--- src/rtl/lc3b_mem_bridge.sv ---
// lc3b_mem_bridge: turns the LC-3b control unit's level-held mem_read /
// mem_write requests into one req/ack handshake on the physical memory
// port. It returns registered read data with a one-cycle mem_resp pulse.
// A watchdog ends a transaction when memory never acknowledges, so a dead
// memory cannot stall the CPU forever.
module lc3b_mem_bridge #(
  parameter int unsigned TIMEOUT = 255,
  parameter int unsigned CNT_W   = 8
) (
  input  logic        clk,
  input  logic        reset_n,
  input  logic        mem_read,
  input  logic        mem_write,
  input  logic [15:0] mem_address,
  input  logic [15:0] mem_wdata,
  input  logic [1:0]  mem_byte_enable,
  output logic        mem_resp,
  output logic [15:0] mem_rdata,
  output logic        phys_req,
  output logic        phys_we,
  output logic [15:0] phys_addr,
  output logic [15:0] phys_wdata,
  output logic [1:0]  phys_be,
  input  logic        phys_ack,
  input  logic [15:0] phys_rdata,
  output logic        timeout_err,
  output logic        proto_err
);

  typedef enum logic [1:0] {
    StIdle,
    StReq,
    StResp
  } state_e;

  // Counter value seen on the last REQ cycle before the watchdog fires.
  // It is meaningless when TIMEOUT is 0, because the watchdog is then disabled.
  localparam logic [CNT_W-1:0] CntLast =
    (TIMEOUT == 0) ? '0 : CNT_W'(TIMEOUT - 1);

  state_e           state_q, state_d;
  logic [15:0]      addr_q, addr_d;
  logic [15:0]      wdata_q, wdata_d;
  logic [1:0]       be_q, be_d;
  logic             we_q, we_d;
  logic [15:0]      rdata_q, rdata_d;
  logic [CNT_W-1:0] cnt_q, cnt_d;
  logic             terr_q, terr_d;
  logic             perr_q, perr_d;

  // State and datapath registers; reset drops phys_req at once and abandons any transaction
  always_ff @(posedge clk or negedge reset_n) begin
    if (!reset_n) begin
      state_q <= StIdle;
      addr_q  <= 16'h0000;
      wdata_q <= 16'h0000;
      be_q    <= 2'b00;
      we_q    <= 1'b0;
      rdata_q <= 16'h0000;
      cnt_q   <= '0;
      terr_q  <= 1'b0;
      perr_q  <= 1'b0;
    end else begin
      state_q <= state_d;
      addr_q  <= addr_d;
      wdata_q <= wdata_d;
      be_q    <= be_d;
      we_q    <= we_d;
      rdata_q <= rdata_d;
      cnt_q   <= cnt_d;
      terr_q  <= terr_d;
      perr_q  <= perr_d;
    end
  end

  // Next-state logic: accept a request in IDLE, wait for ack or timeout in REQ, pulse in RESP
  always_comb begin
    state_d = state_q;
    addr_d  = addr_q;
    wdata_d = wdata_q;
    be_d    = be_q;
    we_d    = we_q;
    rdata_d = rdata_q;
    cnt_d   = cnt_q;
    terr_d  = terr_q;
    perr_d  = perr_q;

    case (state_q)
      StIdle: begin
        if (mem_write || mem_read) begin
          addr_d  = mem_address;
          wdata_d = mem_wdata;
          be_d    = mem_write ? mem_byte_enable : 2'b11;
          we_d    = mem_write;
          cnt_d   = '0;
          state_d = StReq;
          if (mem_read && mem_write) begin
            perr_d = 1'b1;
          end
        end
      end

      StReq: begin
        if (phys_ack) begin
          if (!we_q) begin
            rdata_d = phys_rdata;
          end
          state_d = StResp;
        end else if ((TIMEOUT != 0) && (cnt_q == CntLast)) begin
          rdata_d = 16'h0000;
          terr_d  = 1'b1;
          state_d = StResp;
        end else begin
          cnt_d = cnt_q + CNT_W'(1);
        end
      end

      StResp: begin
        state_d = StIdle;
      end

      default: begin
        state_d = StIdle;
      end
    endcase
  end

  assign phys_req    = (state_q == StReq);
  assign mem_resp    = (state_q == StResp);
  assign phys_we     = we_q;
  assign phys_addr   = addr_q;
  assign phys_wdata  = wdata_q;
  assign phys_be     = be_q;
  assign mem_rdata   = rdata_q;
  assign timeout_err = terr_q;
  assign proto_err   = perr_q;

endmodule

--- config.mk ---
export PLATFORM = sky130hd
export DESIGN_NAME = lc3b_mem_bridge
export DESIGN_NICKNAME = d
export VERILOG_FILES = /design/src/rtl/lc3b_mem_bridge.sv
export SDC_FILE = /design/constraint.sdc
export NUM_CORES = 1
export LEC_CHECK = 0
export BUFFER_PORTS_ARGS = -buffer_cell sky130_fd_sc_hd__buf_2
export CAP_MARGIN = 10
export CORE_MARGIN = 5
export CORE_UTILIZATION = 33
export CTS_CLUSTER_DIAMETER = 200
export DETAILED_ROUTE_END_ITERATION = 10
export PLACE_DENSITY = 0.66
export SLEW_MARGIN = 20
export SYNTH_ARGS = -nofsm -noshare
export SYNTH_HDL_FRONTEND = slang
export SYNTH_SLANG_ARGS = --single-unit
--- constraint.sdc ---
create_clock -name clk -period 4.87 [get_ports clk]
set_clock_uncertainty 0.1 [all_clocks]
set_input_delay 0.7305 -clock clk [delete_from_list [all_inputs] [get_ports clk]]
set_output_delay 0.7305 -clock clk [all_outputs]
set_load 0.1 [all_outputs]
# After elaboration in Yosys (flattened, before gate mapping)
# Cells that the tools add are included.
dict set report word_totals {
  regBits 63
  inputBits 55
  output_inout_bits 55
  elab_cells 42
}
dict set report op_classes {
  n_addsub 1
  n_eq_ne 8
  n_mux 12
  bitwise 1
  reduce_logical 11
}
# cell count
set ops {}
lappend ops {{$mux 16} 3}
lappend ops {{$mux 8} 3}
lappend ops {{$pmux 8 s2} 1}
lappend ops {{$reduce_and 3->1} 3}
lappend ops {{$add 8x1->8 const B} 1}
lappend ops {{$eq 8x8->1 const B} 1}
lappend ops {{$mux 2} 4}
lappend ops {{$ne 2x2->1 const B} 4}
lappend ops {{$pmux 2 s2} 1}
lappend ops {{$reduce_and 2->1} 2}
lappend ops {{$reduce_and 4->1} 1}
lappend ops {{$reduce_bool 2->1} 2}
lappend ops {{$ne 3x1->1 const B} 1}
lappend ops {{$eq 2x1->1 const B} 1}
lappend ops {{$eq 2x2->1 const B} 1}
lappend ops {{$logic_not 2->1} 1}
lappend ops {{$logic_and 1x1->1} 1}
lappend ops {{$logic_or 1x1->1} 1}
lappend ops {{$not 1->1} 1}

# Depth between registers and ports, before layout
# Gate-level depths: netlist of run 1.
dict set report depth {
  ltp_word 4
  mapped_depth 7
  depth_no_buf 7
}

# Worst setup path before layout of run 1
# Ideal clock, no wire load.
dict set report synth_path {
  kind {reg2out}
  startpoint {reg state_q[1]}
  endpoint {out mem_resp}
  arrival_ns 1.226
  required_ns 4.039
  path_slack_ns 2.814
  path_stages_with_launch 2
  n_path_buf 0
  path_cell_list {dfrtp_1 and2b_1}
}
dict set report synth_via {
  elab_chain_cells 1
}
# item line_no
set synth_lines {}
lappend synth_lines {{start, declared} 41} ;# state_e state_q, state_d;
lappend synth_lines {{start signal, assigned} 54} ;# state_q <= StIdle;
lappend synth_lines {{start signal, assigned} 64} ;# state_q <= state_d;
lappend synth_lines {{$eq 2x2->1} 129} ;# assign mem_resp = (state_q == StResp);
lappend synth_lines {{end, declared} 17} ;# output logic mem_resp,
# Every way passes these cells.

# Final worst setup path of run 1
dict set report layout_path {
  startpoint {reg state_q[1]}
  endpoint {out phys_req}
}
dict set report layout_via {
  elab_chain_cells 1
}
# item line_no
set layout_lines {}
lappend layout_lines {{$eq 2x1->1} 128} ;# assign phys_req = (state_q == StReq);
lappend layout_lines {{end, declared} 19} ;# output logic phys_req,
# Every way passes these cells.

==> impl_metrics.tcl, run 1 <==
set metrics [dict create \
    run_status "finished clean" \
    crit_required_ns 4.04 \
    syn_avg_cell_area_um2 10.6 \
    yosysTopAreaCellShare_pct 60.7 \
    final_layout_size_suffix_gt1_share_pct 39.2 \
    maxCapViolations 0 \
    syn_area_mm2 0.00260 \
    setup_violations 0 \
    ys_types 41 \
    r2r_cells 6 \
    arrival_ns 1.46 \
    routed_wl_mm 6.07 \
    hold_path.class "reg2reg" \
    slew_headroom_pct 47.1 \
    synthFlopType "dfrtp_1" \
    synthCells 246 \
    met3_usage_pct 4.81 \
    rows 32 \
    clk_pin_slew_ns 0.07 \
    worst_setup_path_end_kind "output port" \
    place.gp.congestion 0.739 \
    yosysTopAreaCell "dfrtp_1" \
    cts_tree "yes" \
    rsz0062_at_grt "no" \
    synthToLayoutAreaGrowth_pct 31.3 \
    holdBufCountCts 0 \
    num_vias 2201 \
    drt_pass1_iterations 4 \
    finalMaxSlewViolations 0 \
    dieArea_mm2 0.00975 \
    synthArstFlopShare_pct 100 \
    gr-usage-met1_pct 17.2 \
    portBuffers 109 \
    grt_pass1_vias 2176 \
    drt_iter0_drc 43 \
    hold_viol 0 \
    critPathMaxFanout 5 \
    hpwl_mm 4.33 \
    cp-start-kind "flop" \
    grt-ovfl-total 0 \
    viasPerCell 4.74 \
    finish.utilization_pct 44.4 \
    regToRegStartpoint "cnt_q[0]$_DFFE_PN0P_" \
    antenna_left 0 \
    fin_crit_ns 2.29 \
    syn_nets 303 \
    yosysWarnings 0 \
    grt_use_total_pct 13.0 \
    ios 110 \
    worst_pin_slew_ns 0.794 \
    finalCritPeriodShare_pct 46.9 \
    cts_root_buf "clkbuf_8" \
    ys_ff_latch 63 \
    met2_usage_pct 19.2 \
    grt_pass1_wl_mm 10.3 \
    cts.htree.levels 3 \
    die_width_um 98.7 \
    post-cts-setup-buffers 0 \
    numCtsBuffers 9 \
    fmax_ghz 0.438 \
    antenna_found_initial 0 \
    cts_resized 0 \
    chipHeight_um 98.7 \
    clock-sinks 63 \
    worstHoldPathCells 1 \
    initial_core_util_pct 33.8 \
    core-area_mm2 0.00769 \
    hp-start "timeout_err$_DFFE_PN0P_" \
    cts_buffer_depth 2 \
    grt_max_degree 64 \
    final_nets 414 \
    synth-seq-area-share_pct 60.7 \
    avgRoutedWirePerCell_um 13.1 \
    tns_ns 0 \
    critPathKind "reg2out" \
    synth.area.top_cells "dfrtp_1, nand2_1, a22o_1, nand3_1, o21ai_2" \
    synth-edff-count 0 \
    route.detailed.drc 0 \
    n_antenna_cell 0 \
    clock_latency_ns 0.33 \
    top_usage_layer "met2" \
    crit_start "state_q[1]$_DFFE_PN0P_" \
]
cell type report:
type | count | area [um2]
Clock inverter | 7 | 73.8
Tap cell | 102 | 128
Sequential cell | 63 | 1580
Timing Repair Buffer | 111 | 561
Inverter | 3 | 11.3
Fill cell | 748 | 4280
Multi-Input combinational cell | 169 | 938
Clock buffer | 9 | 124
metrics by stage:
step / hold WS (ns) / area, um2 / cells / setup slack [ns]
floorplan: 0.335 / 2600 / 246 / 2.81
global placement: 0.339 / 3210 / 448 / 2.90
detailed placement: 0.344 / 3210 / 448 / 2.88
CTS: 0.360 / 3410 / 464 / 2.56
global route: 0.385 / 3410 / 464 / 2.52
finish: 0.351 / 3410 / 464 / 2.58
flip-flops by register name (all words and copies together) (netlist names):
signal,flops
phys_addr,16
proto_err,1
mem_rdata,16
timeout_err,1
state_q,2
phys_be,2
phys_wdata,16
phys_we,1
cnt_q,8
cell usage after synthesis, types with 2 or more instances:
cell type,instances
nand2_1,102
buf_2,4
o22a_1,3
o21ai_0,4
o21ai_1,3
nor2_4,2
ha_1,2
a22o_1,16
inv_1,2
nand3_1,7
a21o_1,2
o21ai_2,3
clkbuf_1,3
buf_4,2
dfrtp_1,63
nor2_1,3
logic make-up (layout without fill, tap and decap cells):
family | Yosys count | in the layout | share of synthesized area (%)
buffers and inverters | 14 | 130 | 3.23
adder cells (fa/ha/maj) | 2 | 2 | 0.963
XOR/XNOR | 1 | 1 | 0.337
AO/OA/AOI/OAI | 40 | 40 | 12.6
AND/OR/NAND/NOR | 126 | 126 | 22.2
flip-flops | 63 | 63 | 60.7
metal layers:
layer	part of all wire [%]	up-vias
met2	44	88
met5	0	-
met4	1.6	0
li1	-	1040
met1	46	1061
met3	8.8	12
placed cells by master, fill, tap and decap left out, types with 2 or more instances in the layout:
| master | instances |
|---|---|
| nand3_1 | 7 |
| o22a_1 | 3 |
| nand2_1 | 102 |
| nor2_1 | 3 |
| dfrtp_1 | 63 |
| ha_1 | 2 |
| a21o_1 | 2 |
| inv_1 | 2 |
| clkinv_2 | 2 |
| nor2_4 | 2 |
| a22o_1 | 16 |
| o21ai_1 | 3 |
| o21ai_2 | 3 |
| buf_2 | 109 |
| o21ai_0 | 4 |
| clkinv_4 | 3 |
| buf_4 | 2 |
| clkbuf_8 | 9 |
critical path, stage by stage, from the launching register on:
cell,delay (ns)
dfrtp_1,0.48
nor2b_4,0.20
buf_2,0.45
path summary, 6_finish.rpt:
| path | end | slack (ns) |
|---|---|---|
| max | phys_req | 2.58 |
| min in group asynchronous | timeout_err$_DFFE_PN0P_ | 0.44 |
| min reg2reg | timeout_err$_DFFE_PN0P_ | 0.35 |
| max in group asynchronous | cnt_q[1]$_DFFE_PN0P_ | 3.68 |
| max reg2reg | mem_rdata[3]$_DFFE_PN0P_ | 3.08 |
| min | timeout_err$_DFFE_PN0P_ | 0.35 |
Power of run 1 is not shown: default switching activity piles up to over one toggle a cycle in this logic, so the estimate is an artifact.
==> run 2, diff against run 1 <==
Settings changed: PLACE_DENSITY 0.66 to 0.68.
Clock period 4.87 ns to 1.9 ns, I/O delays scaled along.
==> run 2 against run 1 <==
  * First-iteration DRC count rose by 110%
  * Core utilization rose by 0.65 points
  * Worst setup slack got worse by 2.5 ns
  * Count of clock-buffer cells in the layout did not move
  * Worst hold slack got worse by 0.31 ns
  * Routed wire length rose by 3.0%
  * Register-to-register slack got worse by 2.8 ns
  * Global-route usage rose by 0.21 points
  * Largest cell class unchanged
  * Die area did not move
  * Flip-flop and latch count did not move
  * Critical endpoint is now mem_resp
  * Non-clock buffer count rose by 3
==> impl_metrics.tcl, run 2 (synthesis gave the netlist of run 1 again) <==
set metrics [dict create \
    avgRoutedWirePerCell_um 13.4 \
    cts_root_buf "clkbuf_8" \
    crit_family "flip-flops" \
    crit_end "mem_resp" \
    initial_core_util_pct 33.8 \
    finalCritPeriodShare_pct 95.1 \
    drt_iter0_drc 89 \
    maxCapViolations 0 \
    num_vias 2158 \
    layout_commonest_cell "buf_2" \
    r2r_cells 4 \
    run_status "finished clean" \
    place.gp.congestion 0.797 \
    crit_required_ns 1.51 \
    rows 32 \
    critical_path_buf_inv_count 1 \
    clk_pin_slew_ns 0.07 \
    drt_pass1_iterations 4 \
    numCtsBuffers 9 \
    route.detailed.drc 0 \
    cts_buffer_depth 2 \
    final_cell_mix "buf_2, nand2_1, dfrtp_1, a22o_1, clkbuf_8" \
    clock-sinks 63 \
    slew_headroom_pct 54.6 \
    antenna_left 0 \
    worst_path_max_delay_cell "dfrtp_1" \
    core-area_mm2 0.00769 \
    cts_tree "yes" \
    n_antenna_cell 0 \
    hold_path.class "in2reg" \
    grt-ovfl-total 0 \
    fillers 765 \
    tns_ns 0 \
    path_cells "and2b_1 > buf_2" \
    grt_use_total_pct 13.2 \
    critical-path-max-stage-delay_ns 0.50 \
    ios 110 \
    routed_wl_mm 6.25 \
    worstHoldPathCells 3 \
    antenna_found_initial 0 \
    finalMaxSlewViolations 0 \
    critPathKind "reg2out" \
    crit_start "state_q[1]$_DFFE_PN0P_" \
    fin_crit_ns 1.81 \
    arrival_ns 1.42 \
    final_nets 417 \
    worst_pin_slew_ns 0.681 \
    r2r_slack_ns 0.25 \
    chipHeight_um 98.7 \
    crit_cells 2 \
    rsz0062_at_grt "no" \
    grt_max_degree 64 \
    cts.htree.levels 3 \
    hold_viol 0 \
    dieArea_mm2 0.00975 \
    setup_violations 0 \
    fmax_ghz 0.554 \
    final_layout_size_suffix_gt1_share_pct 39.6 \
    timing.rr.end "cnt_q[7]$_DFFE_PN0P_" \
    hpwl_mm 4.48 \
    grt_pass1_wl_mm 10.4 \
    portBuffers 109 \
    worst_setup_path_end_kind "output port" \
    die_width_um 98.7 \
    synthToLayoutAreaGrowth_pct 33.2 \
    critPathMaxFanout 4 \
    cp-start-kind "flop" \
    post-cts-setup-buffers 0 \
    clock_latency_ns 0.33 \
    regToRegStartpoint "state_q[1]$_DFFE_PN0P_" \
    viasPerCell 4.63 \
    grt_pass1_vias 2214 \
]
-- run 2: cell count changes in the layout (fill, tap and decap cells not counted), sizes merged --
cell and delta:
buf +1, clkbuf +1, clkinv -3, clkinvlp +2, dlygate4sd3 +1
-- run 2: metal layers --
layer / vias up / GRT usage (%) / part of all wire, %
met5: - / 0 / 0
met2: 78 / 20.6 / 46
li1: 1050 / - / -
met4: 0 / 4.41 / 1.2
met3: 6 / 5.59 / 7.8
met1: 1024 / 16.7 / 45
-- run 2: worst min path at each step --
stage | from | to | slack (ns)
floorplan | reset_n | cnt_q[0]$_DFFE_PN0P_ | -0.11
global placement | reset_n | mem_rdata[10]$_DFFE_PN0P_ | 0.23
detailed placement | reset_n | timeout_err$_DFFE_PN0P_ | 0.23
CTS | mem_address[12] | phys_addr[12]$_DFFE_PN0P_ | 0.02
global route | mem_address[12] | phys_addr[12]$_DFFE_PN0P_ | 0.03
finish | mem_address[2] | phys_addr[2]$_DFFE_PN0P_ | 0.04
-- run 2: stage by stage --
step | hold slack, ns | utilization (%) | cells | setup WS [ns] | area, um2
CTS | 0.0167 | 44.9 | 466 | 0.0269 | 3450
finish | 0.0365 | 45.0 | 466 | 0.0936 | 3460
detailed placement | 0.228 | 42.4 | 450 | 0.121 | 3260
global route | 0.0254 | 45.0 | 466 | 0.0280 | 3460
global placement | 0.227 | 42.4 | 450 | 0.189 | 3260
floorplan | -0.111 | - | 246 | 0.0693 | 2600
-- run 2: what timing repair did --
action                     4_1_cts  5_1_grt
setup endpoints to repair        0        5
hold buffers                     1        0
hold endpoints to repair        63        0
resized for setup                0        2
-- run 2: layout make-up --
cell class              instances  area, um2  share of cell area (%)
flip-flops and latches         63       1580                    45.6
multi-input cells             169        946                    27.3
repair buffers                114        613                    17.7
well taps                     102        128                    3.69
clock buffers                   9        124                    3.58
clock inverters                 6       62.6                    1.81
inverters                       3       11.3                   0.325
-- run 2: tightest hold or removal path: stages --
cell and delay, ns:
buf_2 0.07, nand2_1 0.04, nand2_1 0.04
Power of run 2 is left out for the same reason.
